==> src/rtl/input_pkg.sv <==
// Shared types and constants for the user-input conditioner.
// Holds the step FSM encoding, default timing and a fast simulation parameter set.
package input_pkg;

  typedef enum logic [1:0] {
    ST_IDLE   = 2'd0,
    ST_HOLD   = 2'd1,
    ST_REPEAT = 2'd2
  } step_state_e;

  localparam int TICK_DIV_DEF    = 500000;
  localparam int DEB_SAMPLES_DEF = 4;

  localparam int SIM_TICK_DIV     = 4;
  localparam int SIM_DEB_SAMPLES  = 3;
  localparam int SIM_HOLD_TICKS   = 5;
  localparam int SIM_REPEAT_TICKS = 2;

  // Tick counter width: clog2 of the larger limit, never narrower than 1 bit.
  function automatic int cnt_width(input int hold_ticks, input int repeat_ticks);
    int m;
    m = (hold_ticks > repeat_ticks) ? hold_ticks : repeat_ticks;
    return (m > 1) ? $clog2(m) : 1;
  endfunction

endpackage

==> src/rtl/debounce_bit.sv <==
// Single-input conditioner: 2-FF synchronizer, tick-sampled history and debounced level.
// rise_nxt/fall_nxt flag the edge on which the level is about to move.
module debounce_bit #(
  parameter int DEB_SAMPLES = 4
) (
  input  logic clk,
  input  logic rstn,
  input  logic din,
  input  logic tick,
  output logic level,
  output logic rise_nxt,
  output logic fall_nxt
);

  logic [1:0]             sync_r;
  logic [DEB_SAMPLES-1:0] hist_r;
  logic [DEB_SAMPLES-1:0] hist_nxt_s;
  logic                   level_r;

  // Two-flop synchronizer for the asynchronous pin.
  always_ff @(posedge clk or negedge rstn) begin
    if (!rstn) begin
      sync_r <= 2'b00;
    end else begin
      sync_r <= {sync_r[0], din};
    end
  end

  // Level changes only when the whole shifted history agrees on the opposite value.
  always_comb begin
    hist_nxt_s = {hist_r[DEB_SAMPLES-2:0], sync_r[1]};
    if (tick) begin
      rise_nxt = (&hist_nxt_s) & ~level_r;
      fall_nxt = ~(|hist_nxt_s) & level_r;
    end else begin
      rise_nxt = 1'b0;
      fall_nxt = 1'b0;
    end
  end

  // History shift and debounced level, advanced only on the sample tick.
  always_ff @(posedge clk or negedge rstn) begin
    if (!rstn) begin
      hist_r  <= '0;
      level_r <= 1'b0;
    end else if (tick) begin
      hist_r <= hist_nxt_s;
      if (rise_nxt) begin
        level_r <= 1'b1;
      end else if (fall_nxt) begin
        level_r <= 1'b0;
      end else begin
        level_r <= level_r;
      end
    end
  end

  assign level = level_r;

endmodule

==> src/rtl/input_conditioner.sv <==
// Switch/button front end: shared sample prescaler, per-input debouncers, edge pulses
// and an auto-repeat step generator on one button.
module input_conditioner
  import input_pkg::*;
#(
  parameter int N_SW         = 16,
  parameter int N_BTN        = 5,
  parameter int TICK_DIV     = TICK_DIV_DEF,
  parameter int DEB_SAMPLES  = DEB_SAMPLES_DEF,
  parameter int REP_IDX      = 0,
  parameter int HOLD_TICKS   = 100,
  parameter int REPEAT_TICKS = 40
) (
  input  logic             clk,
  input  logic             rstn,
  input  logic [N_SW-1:0]  sw_i,
  input  logic [N_BTN-1:0] btn_i,
  output logic [N_SW-1:0]  sw_o,
  output logic [N_BTN-1:0] btn_o,
  output logic [N_BTN-1:0] btn_press_o,
  output logic [N_BTN-1:0] btn_release_o,
  output logic             sw_change_o,
  output logic             step_o,
  output logic             tick_o
);

  localparam int DIV_W = (TICK_DIV > 1) ? $clog2(TICK_DIV) : 1;
  localparam int CNT_W = cnt_width(HOLD_TICKS, REPEAT_TICKS);

  logic [DIV_W-1:0] div_r;
  logic             tick_s;
  logic [N_SW-1:0]  sw_rise_s, sw_fall_s;
  logic [N_BTN-1:0] btn_rise_s, btn_fall_s;
  logic [N_BTN-1:0] btn_press_r, btn_release_r;
  logic             sw_change_r;
  step_state_e      state_r;
  logic [CNT_W-1:0] cnt_r;
  logic             step_r;

  assign tick_s = (div_r == DIV_W'(TICK_DIV - 1));

  // Sample-tick prescaler, wraps at TICK_DIV-1.
  always_ff @(posedge clk or negedge rstn) begin
    if (!rstn) begin
      div_r <= '0;
    end else if (tick_s) begin
      div_r <= '0;
    end else begin
      div_r <= div_r + DIV_W'(1);
    end
  end

  for (genvar i = 0; i < N_SW; i++) begin : g_sw
    debounce_bit #(.DEB_SAMPLES(DEB_SAMPLES)) u_deb (
      .clk      (clk),
      .rstn     (rstn),
      .din      (sw_i[i]),
      .tick     (tick_s),
      .level    (sw_o[i]),
      .rise_nxt (sw_rise_s[i]),
      .fall_nxt (sw_fall_s[i])
    );
  end

  for (genvar i = 0; i < N_BTN; i++) begin : g_btn
    debounce_bit #(.DEB_SAMPLES(DEB_SAMPLES)) u_deb (
      .clk      (clk),
      .rstn     (rstn),
      .din      (btn_i[i]),
      .tick     (tick_s),
      .level    (btn_o[i]),
      .rise_nxt (btn_rise_s[i]),
      .fall_nxt (btn_fall_s[i])
    );
  end

  // Edge pulses, registered on the same edge on which the debounced level moves.
  always_ff @(posedge clk or negedge rstn) begin
    if (!rstn) begin
      btn_press_r   <= '0;
      btn_release_r <= '0;
      sw_change_r   <= 1'b0;
    end else begin
      btn_press_r   <= btn_rise_s;
      btn_release_r <= btn_fall_s;
      sw_change_r   <= |(sw_rise_s | sw_fall_s);
    end
  end

  // Step generator: release is checked first so it beats a step due on the same tick.
  always_ff @(posedge clk or negedge rstn) begin
    if (!rstn) begin
      state_r <= ST_IDLE;
      cnt_r   <= '0;
      step_r  <= 1'b0;
    end else begin
      step_r <= 1'b0;
      case (state_r)
        ST_IDLE: begin
          if (btn_rise_s[REP_IDX]) begin
            step_r  <= 1'b1;
            cnt_r   <= '0;
            state_r <= ST_HOLD;
          end
        end
        ST_HOLD: begin
          if (btn_fall_s[REP_IDX]) begin
            state_r <= ST_IDLE;
          end else if (tick_s) begin
            if (cnt_r == CNT_W'(HOLD_TICKS - 1)) begin
              step_r  <= 1'b1;
              cnt_r   <= '0;
              state_r <= ST_REPEAT;
            end else begin
              cnt_r <= cnt_r + CNT_W'(1);
            end
          end
        end
        ST_REPEAT: begin
          if (btn_fall_s[REP_IDX]) begin
            state_r <= ST_IDLE;
          end else if (tick_s) begin
            if (cnt_r == CNT_W'(REPEAT_TICKS - 1)) begin
              step_r <= 1'b1;
              cnt_r  <= '0;
            end else begin
              cnt_r <= cnt_r + CNT_W'(1);
            end
          end
        end
        default: begin
          state_r <= ST_IDLE;
          cnt_r   <= '0;
        end
      endcase
    end
  end

  assign btn_press_o   = btn_press_r;
  assign btn_release_o = btn_release_r;
  assign sw_change_o   = sw_change_r;
  assign step_o        = step_r;
  assign tick_o        = tick_s;

endmodule

==> config.mk <==
export PLATFORM = sky130hd
export DESIGN_NAME = input_conditioner
export DESIGN_NICKNAME = d
export VERILOG_FILES = /design/src/rtl/input_pkg.sv /design/src/rtl/debounce_bit.sv /design/src/rtl/input_conditioner.sv
export SDC_FILE = /design/constraint.sdc
export NUM_CORES = 1
export LEC_CHECK = 0
export BUFFER_PORTS_ARGS = -buffer_cell sky130_fd_sc_hd__buf_2
export CAP_MARGIN = 25
export CELL_PAD_IN_SITES_DETAIL_PLACEMENT = 0
export CELL_PAD_IN_SITES_GLOBAL_PLACEMENT = 2
export CORE_ASPECT_RATIO = 1.1
export CORE_UTILIZATION = 35
export CTS_CLUSTER_SIZE = 24
export DETAILED_ROUTE_END_ITERATION = 10
export GPL_ROUTABILITY_DRIVEN = 1
export PLACE_DENSITY = 0.85
export SETUP_SLACK_MARGIN = 0.2
export SYNTH_ARGS = -nofsm -noshare
export SYNTH_HDL_FRONTEND = slang
export SYNTH_SLANG_ARGS = --single-unit
export TNS_END_PERCENT = 5
==> constraint.sdc <==
create_clock -name clk -period 2.1 [get_ports clk]
set_clock_uncertainty 0.15 [all_clocks]
set_input_delay 0.21 -clock clk [delete_from_list [all_inputs] [get_ports clk]]
set_output_delay 0.21 -clock clk [all_outputs]
set_load 0.01 [all_outputs]
## Word-level counts from Yosys, hierarchy flattened

Index checks and enable logic that the tools add are counted.

| operators by class | value |
|---|---|
| add/sub/neg operators | 2 |
| equal/unequal tests | 13 |
| multiplexer cells | 107 |
| bitwise operators | 85 |
| reduce and logical (&&, ||, !) cells | 88 |

Operator list:

| cell | count |
|---|---|
| 1-bit 2-to-1 mux | 91 |
| 4-bit AND reduction | 22 |
| 4-bit OR reduction | 21 |
| 7-bit 2-to-1 mux | 7 |
| 1-bit bitwise AND | 42 |
| 1-bit NOT | 42 |
| 2-bit AND reduction | 21 |
| 2-bit nonzero test | 21 |
| 7-bit one-hot mux with 3 select lines | 1 |
| 19-bit by 1-bit adder with 19-bit output, second input constant | 1 |
| 19-bit == test, second input constant | 1 |
| 19-bit 2-to-1 mux | 1 |
| 16-bit OR | 1 |
| 16-bit OR reduction | 1 |
| 2-bit 2-to-1 mux | 5 |
| 2-bit inequality test, second input constant | 4 |
| 7-bit by 1-bit adder with 7-bit output, second input constant | 1 |
| 7-bit by 6-bit == test with 1-bit output, second input constant | 1 |
| 7-bit == test, second input constant | 1 |
| 3-bit by 2-bit inequality test with 1-bit output, second input constant | 2 |
| 2-bit one-hot mux with 3 select lines | 1 |
| 5-bit AND reduction | 1 |
| 2-bit by 1-bit inequality test with 1-bit output, second input constant | 2 |
| 1-bit one-hot mux with 3 select lines | 1 |
| 3 further kinds | 3 |

| word-level totals | value |
|---|---|
| bits in registers | 166 |
| input bits | 23 |
| logic and storage cells | 365 |

## Logic depth before layout (Yosys ltp)

Gate-level depths: netlist of run 1.

| depth | value |
|---|---|
| depth in word-level cells | 6 |
| depth in mapped cells | 9 |
| depth with buffers taken out | 7 |

## Hierarchy

From an unflattened synthesis of run 1, not the netlist that was laid out.

| unflattened totals | value |
|---|---|
| cell total of the unflattened synthesis | 492 |
| area total of the unflattened synthesis | 6925.4 um^2 |

Modules (own cells, without submodules):

| module | instances | cells an instance | area each (um^2) | sequential area each (um^2) |
|---|---|---|---|---|
| debounce_bit | 21 | 15 | 235.2 | 150.1 |
| input_conditioner | 1 | 177 | 1985.7 | 1001.0 |

## Least setup slack after synthesis of run 1

No wires, ideal clock.

| path | value |
|---|---|
| path type | flip-flop to flip-flop |
| start point | register div_r[0] |
| end point | register g_sw[12].u_deb.level_r |
| data arrival time | 1.793 ns |
| required time | 1.816 ns |
| slack | 0.024 ns |
| cell stages (with the launch flop) | 8 |
| path buffers | 2 |
| clock period less this slack | 2.076 ns |
| cells stage by stage | dfrtp_1 -> ha_1 -> nand4_1 -> or2_1 -> buf_2 -> buf_1 -> o41ai_1 -> o21ai_1 |

| on the way | value |
|---|---|
| longest elaborated chain between the ends | 4 |

RTL lines:

| element | RTL line | RTL |
|---|---|---|
| start, declared | input_conditioner.sv:30 | `logic [DIV_W-1:0] div_r;` |
| start signal, assigned | input_conditioner.sv:49 | `div_r <= div_r + DIV_W'(1);` |
| 19-bit == test * | input_conditioner.sv:40 | `assign tick_s = (div_r == DIV_W'(TICK_DIV - 1));` |
| 1-bit 2-to-1 mux | debounce_bit.sv:32 | `if (tick) begin` |
| 2-bit nonzero test (no source line) | -- |  |
| 2-bit AND reduction (no source line) | -- |  |
| end signal, assigned | debounce_bit.sv:53 | `level_r <= level_r;` |
| end, declared | debounce_bit.sv:18 | `logic level_r;` |

Every way passes the cells marked *; elsewhere a longest branch is shown, timed or not.
A chain may end at the register's enable or synchronous reset.

## Worst setup path after layout of run 1

| path | value |
|---|---|
| start point | register div_r[10] |
| end point | output tick_o |

| on the way | value |
|---|---|
| longest elaborated chain between the ends | 1 |

RTL lines:

| element | RTL line | RTL |
|---|---|---|
| 19-bit == test | input_conditioner.sv:40 |  |
| end, declared | input_conditioner.sv:24 | `output logic tick_o` |

Every way passes these cells.

==> impl_metrics.json, run 1 <==
{
  "grtUsageTotal_pct": 15.5,
  "wire_per_inst_um": 14.5,
  "antenna_found_initial": 0,
  "crit_type": "flip-flop to primary output",
  "numPortBuffers": 56,
  "fin_nets": 791,
  "worstPathRequired_ns": 1.74,
  "grt_pass1_vias": 5159,
  "yosys.area.top_type_share_pct": 59.7,
  "die_h_um": 150,
  "numCtsBuffers": 17,
  "final_area_um2": 8730,
  "root_buffer": "clkbuf_16",
  "cp_top_family": "simple AND/OR/NAND/NOR gates",
  "clk_latency_ns": 0.42,
  "dpl_cell_area_um2": 7630,
  "violations": "setup timing",
  "synth-edff-count": 0,
  "min_period_over_period_pct": 102,
  "powerDensity_nw_per_um2": 720,
  "maxCapViolations": 0,
  "finalWorstSetupSlack_ns": -0.0350,
  "viasPerCell": 5.07,
  "slew_headroom_pct": 61.7,
  "die_x_um": 136,
  "final_max_slew_viol_count": 0,
  "remaining_drc_errors": 0,
  "vdd_ir_drop_max_mv": 0.514,
  "rsz0062_at_grt": "true",
  "dp_cells": 959,
  "final.min_clock_period_ns": 2.13,
  "die-area_um2": 20500,
  "max_freq_mhz": 468,
  "worst_slew_pin_slew_ns": 0.574,
  "mostFrequentLayoutCells": "dfrtp_1, nand2_1, buf_2",
  "end_kind": "primary output",
  "synth_cell_types": 56,
  "clk_pin_slew_ns": 0.07,
  "cp.arrival_ns": 1.77,
  "core-area_um2": 19300,
  "holdWs_ns": 0.178,
  "num_rows": 53,
  "synth_area_leaders": "dfrtp_1, nand2_1, o21ai_0",
  "worstPathCellList": "nor4b_2, nand4_1, or2_4, inv_4, buf_12, buf_6",
  "gp_congestion": 0.807,
  "syn-cell-area_um2": 6960,
  "overflow": 0,
  "synth.ff_latch_count": 166,
  "drtAntennaViolNets": 0,
  "cts-htree-levels": 4,
  "synth_flop_cell": "dfrtp_1",
  "drive_gt1_share_pct": 22.1,
  "start_kind": "flip-flop",
  "yosysTopAreaCell": "dfrtp_1",
  "finalWirelength_um": 14800,
  "grt_max_degree": 57,
  "critical_path.max_fanout": 2,
  "ys_seq_area_share_pct": 59.7,
  "start_util_pct": 36.1,
  "num_antenna_cells": 0,
  "hold_path_class": "primary input to asynchronous set/reset pin",
  "fin_cells": 1022,
  "final_common_cell": "dfrtp_1",
  "synthArstFlopShare_pct": 100,
  "p_leak_uw": 0.00409,
  "critPathBufInv": 3,
  "fin_tns_setup_ns": -0.0797,
  "cts_sinks": 166,
  "synth.net_count": 693,
  "cp_slowest_cell": "dfrtp_1",
  "grt_pass1_wl_um": 24600,
  "pin_count": 57,
  "areaGrowthSynthToFinish_pct": 25.4,
  "cts.path.max_buffers": 2,
  "slowest_delay_ns": 0.39,
  "yosysWarnings": 0,
  "setup_viol": 3,
  "p_total_uw": 6290,
  "synth.avg_cell_area_um2": 10.5,
  "cts_tree": "yes",
  "vias": 5186,
  "fillCellCount": 1808,
  "hpwl_um": 9860,
  "hold_violations": 0,
  "firstDrtPassIters": 4,
  "first_iter_violations": 322,
  "synthCells": 664,
  "status": "complete, but fails checks"
}
[cells in the mapped netlist, types with 2 or more instances]
cell type,n
o21ai_0,36
a41oi_1,3
xnor2_1,7
nand2_1,151
nor2_1,15
nor4_1,6
and2_1,3
dfrtp_1,166
or2_2,2
nor3_2,8
o41ai_1,14
or4_1,4
nand4_1,17
nor3b_1,5
inv_1,24
nand2b_1,2
clkbuf_1,3
nand3b_1,8
ha_1,6
a32oi_1,2
o21bai_1,4
o21ai_1,18
or3_1,4
mux2i_1,2
and3_1,16
buf_4,24
nand3_1,24
xor2_1,9
o211ai_1,7
nor2b_1,4
nor3_1,23
buf_2,12
buf_1,3
a21oi_1,8
a32o_1,3
[routing by layer]
| layer | vias to the layer above | routed length [um] | GRT usage, % |
|---|---|---|---|
| met5 | - | 0 | 0 |
| met4 | 0 | 212 | 5.11 |
| met3 | 22 | 649 | 3.96 |
| met2 | 89 | 7340 | 25.8 |
| met1 | 2579 | 6600 | 19.6 |
| li1 | 2496 | - | - |
[through the flow]
step	setup WS, ns	utilization, %
after floorplan	0.0860	-
after detailed placement	-0.0166	39.5
final	-0.0350	45.2
after global routing	-0.142	45.2
after global placement	0.00980	39.5
after CTS	-0.0560	44.7
[sequential cells by signal (all words and copies together), names as in the netlist]
signal,count
step_o,1
g_btn.u_deb.sync_r,10
g_btn.u_deb.level,5
state_r,2
g_sw.u_deb.hist_r,48
btn_release_o,5
g_sw.u_deb.level,16
btn_press_o,5
div_r,19
g_sw.u_deb.sync_r,32
sw_change_o,1
cnt_r,7
g_btn.u_deb.hist_r,15
[layout make-up]
| cell class | count | area, um^2 | area share, % |
|---|---|---|---|
| Inverter | 25 | 96.3 | 1.10 |
| Multi-Input combinational cell | 430 | 2620 | 30.0 |
| Tap cell | 247 | 309 | 3.54 |
| Clock buffer | 17 | 425 | 4.87 |
| Timing Repair Buffer | 122 | 1000 | 11.5 |
| Sequential cell | 166 | 4150 | 47.6 |
| Clock inverter | 15 | 121 | 1.39 |
[path summary, 6_finish.rpt]
path                                          start                       end  slack [ns]  depth (start not counted)
min reg2reg                g_btn[4].u_deb.sync_r[0]  g_btn[4].u_deb.sync_r[1]        0.20                          0
min                                            rstn   g_sw[4].u_deb.hist_r[0]        0.18                          2
max                                       div_r[10]                    tick_o       -0.03                          6
min in group clk           g_btn[4].u_deb.sync_r[0]  g_btn[4].u_deb.sync_r[1]        0.20                          0
max in group asynchronous                      rstn  g_btn[0].u_deb.hist_r[0]        0.95                          3
max reg2reg                               div_r[10]                state_r[0]       -0.03                          8
[where the power goes]
| part | internal, uW | switching (uW) |
|---|---|---|
| combinational | 60.5 | 80.4 |
| clock | 1540 | 1340 |
| sequential | 3240 | 28.2 |
[kinds of logic after synthesis]
family          synth area share [%]
xor+xnor                        2.01
fa+ha+maj                       1.08
buf+inv                         5.29
mux                            0.503
simple gates                    21.1
flops                           59.7
compound gates                  10.3
[repair_timing]
| item | 4_1_cts | 5_1_grt |
|---|---|---|
| hold endpoints to repair | 72 | 0 |
| buffers inserted | 7 | 0 |
| setup endpoints to repair | 55 | 114 |
| gates cloned | 1 | 1 |
| gates resized for setup | 36 | 13 |
| pin swaps | 15 | 8 |
| hold buffers | 22 | 0 |
[worst register-to-register path: stages (launching register included)]
cell      delay [ns]
dfrtp_1         0.39
nor4b_2         0.27
nand4_1         0.15
buf_4           0.17
buf_6           0.12
o31ai_4         0.24
buf_6           0.15
o221ai_2        0.08
mux2_4          0.31
Power figures use the tool's default switching activity.
==> inputs of run 2 (changes only) <==
Settings changed: CORE_UTILIZATION 35 to 42, PLACE_DENSITY 0.85 to 0.94.
Clock period 2.1 ns to 2.6 ns, I/O delays scaled along.
==> impl_metrics.json, run 2 (same netlist as run 1, synthesis figures left out) <==
{
  "rrSetupSlack_ns": 0.22,
  "p_leak_uw": 0.00391,
  "hold_violations": 0,
  "cts-htree-levels": 4,
  "viasPerCell": 5.27,
  "end_kind": "flip-flop",
  "pin_count": 57,
  "finalWorstSetupSlack_ns": 0.216,
  "grtUsageTotal_pct": 18.0,
  "maxCapViolations": 0,
  "worst_slew_pin_slew_ns": 0.610,
  "critical_path.max_fanout": 87,
  "setup_viol": 0,
  "first_iter_violations": 213,
  "hold_path_class": "flip-flop to flip-flop",
  "num_rows": 49,
  "mostFrequentLayoutCells": "dfrtp_1, nand2_1, buf_2",
  "rsz0062_at_grt": "true",
  "overflow": 0,
  "remaining_drc_errors": 0,
  "slew_headroom_pct": 59.0,
  "grt_max_degree": 88,
  "final_max_slew_viol_count": 0,
  "die-area_um2": 17100,
  "start_util_pct": 42.8,
  "worstHoldStart": "g_sw[3].u_deb.sync_r[0]",
  "drive_gt1_share_pct": 16.8,
  "areaGrowthSynthToFinish_pct": 18.1,
  "fillCellCount": 1460,
  "final.min_clock_period_ns": 2.38,
  "vdd_ir_drop_max_mv": 0.438,
  "worstPathCellList": "and4bb_1, nand4_1, or2_4, buf_4, buf_12, o41ai_1, o21ai_1",
  "powerDensity_nw_per_um2": 622,
  "max_freq_mhz": 419,
  "drtAntennaViolNets": 0,
  "core-area_um2": 16200,
  "slowest_delay_ns": 0.45,
  "crit_type": "flip-flop to flip-flop",
  "cp_top_family": "simple AND/OR/NAND/NOR gates",
  "num_antenna_cells": 0,
  "firstDrtPassIters": 5,
  "critPathBufInv": 2,
  "finalWirelength_um": 14300,
  "worstPathRequired_ns": 2.74,
  "cp-startpoint": "div_r[5]",
  "fin_util_pct": 50.6,
  "wire_per_inst_um": 15.0,
  "final_common_cell": "dfrtp_1",
  "rr_startpoint": "div_r[5]",
  "clk_pin_slew_ns": 0.06,
  "whs_path_depth": 0,
  "cts_tree": "yes",
  "fin_tns_setup_ns": 0,
  "status": "finished clean",
  "dpl_worst_slack_ns": 0.305,
  "die_h_um": 137,
  "cp_slowest_cell": "dfrtp_2",
  "min_period_over_period_pct": 91.7,
  "cp.arrival_ns": 2.52,
  "cts.path.max_buffers": 2,
  "hpwl_um": 9160,
  "fin_nets": 765,
  "root_buffer": "clkbuf_16",
  "grt_pass1_wl_um": 24000,
  "cts_sinks": 166,
  "regMostFlops": "g_sw.u_deb.hist_r",
  "vias": 5023,
  "antenna_found_initial": 0,
  "reg_top3": "g_sw.u_deb.hist_r: 48 flops, g_sw.u_deb.sync_r: 32 flops, div_r: 19 flops",
  "gp_congestion": 0.790,
  "ff2ff_path_depth": 7,
  "start_kind": "flip-flop",
  "numCtsBuffers": 17,
  "die_x_um": 125,
  "numPortBuffers": 56,
  "worstHoldEndpoint": "g_sw[3].u_deb.sync_r[1]",
  "largest_register_ffs": 48,
  "grt_pass1_vias": 4881,
  "clk_latency_ns": 0.43,
  "worst_r2r_endpoint": "g_sw[15].u_deb.level"
}
run 2: worst reg2reg max path, stage by stage (launching register included):
cell and delay (ns):
dfrtp_2 0.45, and4bb_1 0.27, nand4_1 0.11, or2_4 0.30, buf_4 0.18, buf_12 0.20
o41ai_1 0.44, o21ai_1 0.14
run 2: layout make-up:
class	count	area (um^2)	area share (%)
Tap cell	204	255	3.10
Multi-Input combinational cell	430	2460	29.9
Timing Repair Buffer	96	692	8.42
Sequential cell	166	4160	50.5
Inverter	25	101	1.23
Clock inverter	12	92.6	1.13
Clock buffer	20	467	5.68
run 2: what timing repair did:
action | CTS | global route
gates resized for setup | 4 | 2
cloned | 1 | 0
hold buffers | 22 | 0
pin swaps | 1 | 1
setup buffers | 3 | 3
hold endpoints to repair | 84 | 0
setup endpoints to repair | 1 | 15
run 2: worst max-delay path by stage:
stage	to	slack, ns	cells after the start
CTS	g_sw[15].u_deb.level	0.25	7
detailed placement	cnt_r[4]	0.30	6
finish	g_sw[15].u_deb.level	0.22	7
global placement	state_r[0]	0.38	6
global route	g_sw[15].u_deb.level	0.14	7
floorplan	g_sw[12].u_deb.level	0.52	7
run 2: metrics by stage:
stage,instances,area [um^2],total power [uW],hold WS (ns)
3_5_place_dp,892,7340,2770,0.151
4_1_cts,950,8180,5180,0.201
3_3_place_gp,892,7340,2770,0.153
5_1_grt,953,8220,5310,0.207
2_1_floorplan,664,6960,2690,-0.186
6_report,953,8220,5110,0.197
run 2: layer usage:
layer | wire length (um) | global-route usage (%)
met4 | 258 | 8.50
met1 | 6540 | 22.8
met2 | 6980 | 29.4
met5 | 0 | 0
met3 | 532 | 4.18
run 2: power breakdown:
group / total [uW] / switching [uW] / internal, uW
combinational: 107 / 63.3 / 43.7
clock: 2370 / 1050 / 1310
sequential: 2640 / 20.9 / 2620
==> inputs of run 3 (changes only) <==
Settings changed: CORE_MARGIN from default to 5.
==> impl_metrics.json, run 3 (same netlist as run 1, synthesis figures left out) <==
{
  "p_leak_uw": 0.00394,
  "vias": 5109,
  "cp_slowest_cell": "o32ai_4",
  "core-area_um2": 16300,
  "final_max_slew_viol_count": 0,
  "grt_max_degree": 97,
  "fin_util_pct": 51.0,
  "crit_type": "flip-flop to flip-flop",
  "fin_tns_setup_ns": 0,
  "finalWirelength_um": 14400,
  "vdd_ir_drop_max_mv": 0.407,
  "final.min_clock_period_ns": 2.34,
  "overflow": 0,
  "drive_gt1_share_pct": 16.9,
  "powerDensity_nw_per_um2": 624,
  "cts-htree-levels": 4,
  "pin_count": 57,
  "hpwl_um": 9440,
  "end_kind": "flip-flop",
  "drtAntennaViolNets": 0,
  "fin_nets": 768,
  "die_x_um": 133,
  "final_common_cell": "dfrtp_1",
  "gp_congestion": 0.824,
  "cts_sinks": 166,
  "numPortBuffers": 56,
  "clk_pin_slew_ns": 0.06,
  "status": "finished clean",
  "grt_pass1_wl_um": 24700,
  "num_rows": 49,
  "clk_latency_ns": 0.41,
  "antenna_found_initial": 0,
  "num_antenna_cells": 0,
  "ff2ff_path_depth": 7,
  "regMostFlops": "g_sw.u_deb.hist_r",
  "switching_share_pct": 20.4,
  "hold_violations": 0,
  "cts.path.max_buffers": 2,
  "worstHoldStart": "g_btn[2].u_deb.sync_r[0]",
  "cts_tree": "yes",
  "slew_headroom_pct": 58.2,
  "wire_per_inst_um": 15.1,
  "start_kind": "flip-flop",
  "grtUsageTotal_pct": 15.6,
  "seq_power_share_pct": 50.7,
  "mostFrequentLayoutCells": "dfrtp_1, nand2_1, buf_2",
  "min_period_over_period_pct": 90.1,
  "setup_viol": 0,
  "cp.arrival_ns": 2.54,
  "rsz0062_at_grt": "true",
  "combPwrFrac_pct": 2.1,
  "areaGrowthSynthToFinish_pct": 19.6,
  "worstPathRequired_ns": 2.80,
  "firstDrtPassIters": 6,
  "whs_path_depth": 0,
  "fillCellCount": 1413,
  "numCtsBuffers": 17,
  "start_util_pct": 42.7,
  "cp-startpoint": "div_r[0]",
  "root_buffer": "clkbuf_16",
  "crit_top_cell": "buf_4",
  "viasPerCell": 5.34,
  "largest_register_ffs": 48,
  "reg_top3": "g_sw.u_deb.hist_r: 48 flops, g_sw.u_deb.sync_r: 32 flops, div_r: 19 flops",
  "first_iter_violations": 397,
  "slowest_delay_ns": 0.42,
  "grt_pass1_vias": 5067,
  "p_clk_share_pct": 47.1,
  "critical_path.max_fanout": 11,
  "die-area_um2": 19200,
  "intPower_uw": 4140,
  "die_h_um": 145,
  "hold_path_class": "flip-flop to flip-flop",
  "remaining_drc_errors": 0,
  "maxCapViolations": 0,
  "worst_slew_pin_slew_ns": 0.621,
  "rr_startpoint": "div_r[0]",
  "worstPathCellList": "ha_1, nand4_1, buf_4, buf_4, o32ai_4, and2_1, a32o_1",
  "max_freq_mhz": 427,
  "switching_power_uw": 1060,
  "p_total_uw": 5200
}
-- run 3: changes by cell type in the layout (fill, tap and decap cells not counted), sizes merged, moves of 2 or more --
| cell | before | now |
|---|---|---|
| buf | 73 | 75 |
| bufinv | 0 | 2 |
| clkbuf | 20 | 22 |
| clkinv | 6 | 4 |
| clkinvlp | 1 | 3 |
| inv | 30 | 26 |
-- run 3: layer usage --
layer | GRT usage (%) | share of wire, % | vias to the layer above
met5 | 0 | 0 | -
met4 | 4.89 | 1.6 | 0
met1 | 20.4 | 45 | 2538
met2 | 25.7 | 50 | 110
met3 | 3.84 | 4.1 | 21
li1 | - | - | 2440
-- run 3: layout make-up --
type,instances,area [um^2],share of cell area [%]
Clock buffer,22,464,5.58
Clock inverter,10,121,1.46
Inverter,25,106,1.28
Multi-Input combinational cell,430,2450,29.4
Sequential cell,166,4160,50.0
Tap cell,204,255,3.07
Timing Repair Buffer,99,767,9.22
-- run 3: power by group through the flow --
stage | Sequential (uW) | Clock [uW] | Combinational (uW)
global route | 2640 | 2630 | 128
CTS | 2640 | 2520 | 115
global placement | 2680 | 0 | 86.4
finish | 2640 | 2450 | 110
detailed placement | 2680 | 0 | 89.3
floorplan | 2680 | 0 | 9.99
-- run 3: path summary, 6_finish.rpt --
kind,to,slack [ns]
max in group asynchronous,g_sw[4].u_deb.level,1.30
worst min register to register,g_btn[2].u_deb.sync_r[1],0.20
worst max register to register,cnt_r[6],0.26
worst min-delay path,g_btn[2].u_deb.sync_r[1],0.20
min in group asynchronous,g_sw[10].u_deb.hist_r[0],0.25
worst max-delay path,cnt_r[6],0.26
-- run 3: repair_timing --
action / CTS / global route
pin swaps: 2 / 4
endpoints found under the setup margin: 1 / 8
endpoints found under the hold margin: 80 / 0
cloned: 2 / 0
setup buffers: 2 / 8
hold buffers: 22 / 0
resized for setup: 3 / 6
-- run 3: worst max-delay path, delay by kind of cell, from the launching register on --
kind,cells,cell delay [ns]
simple gates,2,0.48
fa+ha+maj,1,0.25
buf+inv,2,0.38
flops,1,0.40
compound gates,2,0.62
-- run 3: through the flow --
step	cell area (um^2)	hold WS, ns	worst slack [ns]	instances
floorplan	6960	-0.186	0.524	664
global placement	7350	0.138	0.330	890
detailed placement	7350	0.145	0.224	890
CTS	8240	0.198	0.204	948
global route	8320	0.203	0.177	956
finish	8320	0.197	0.258	956
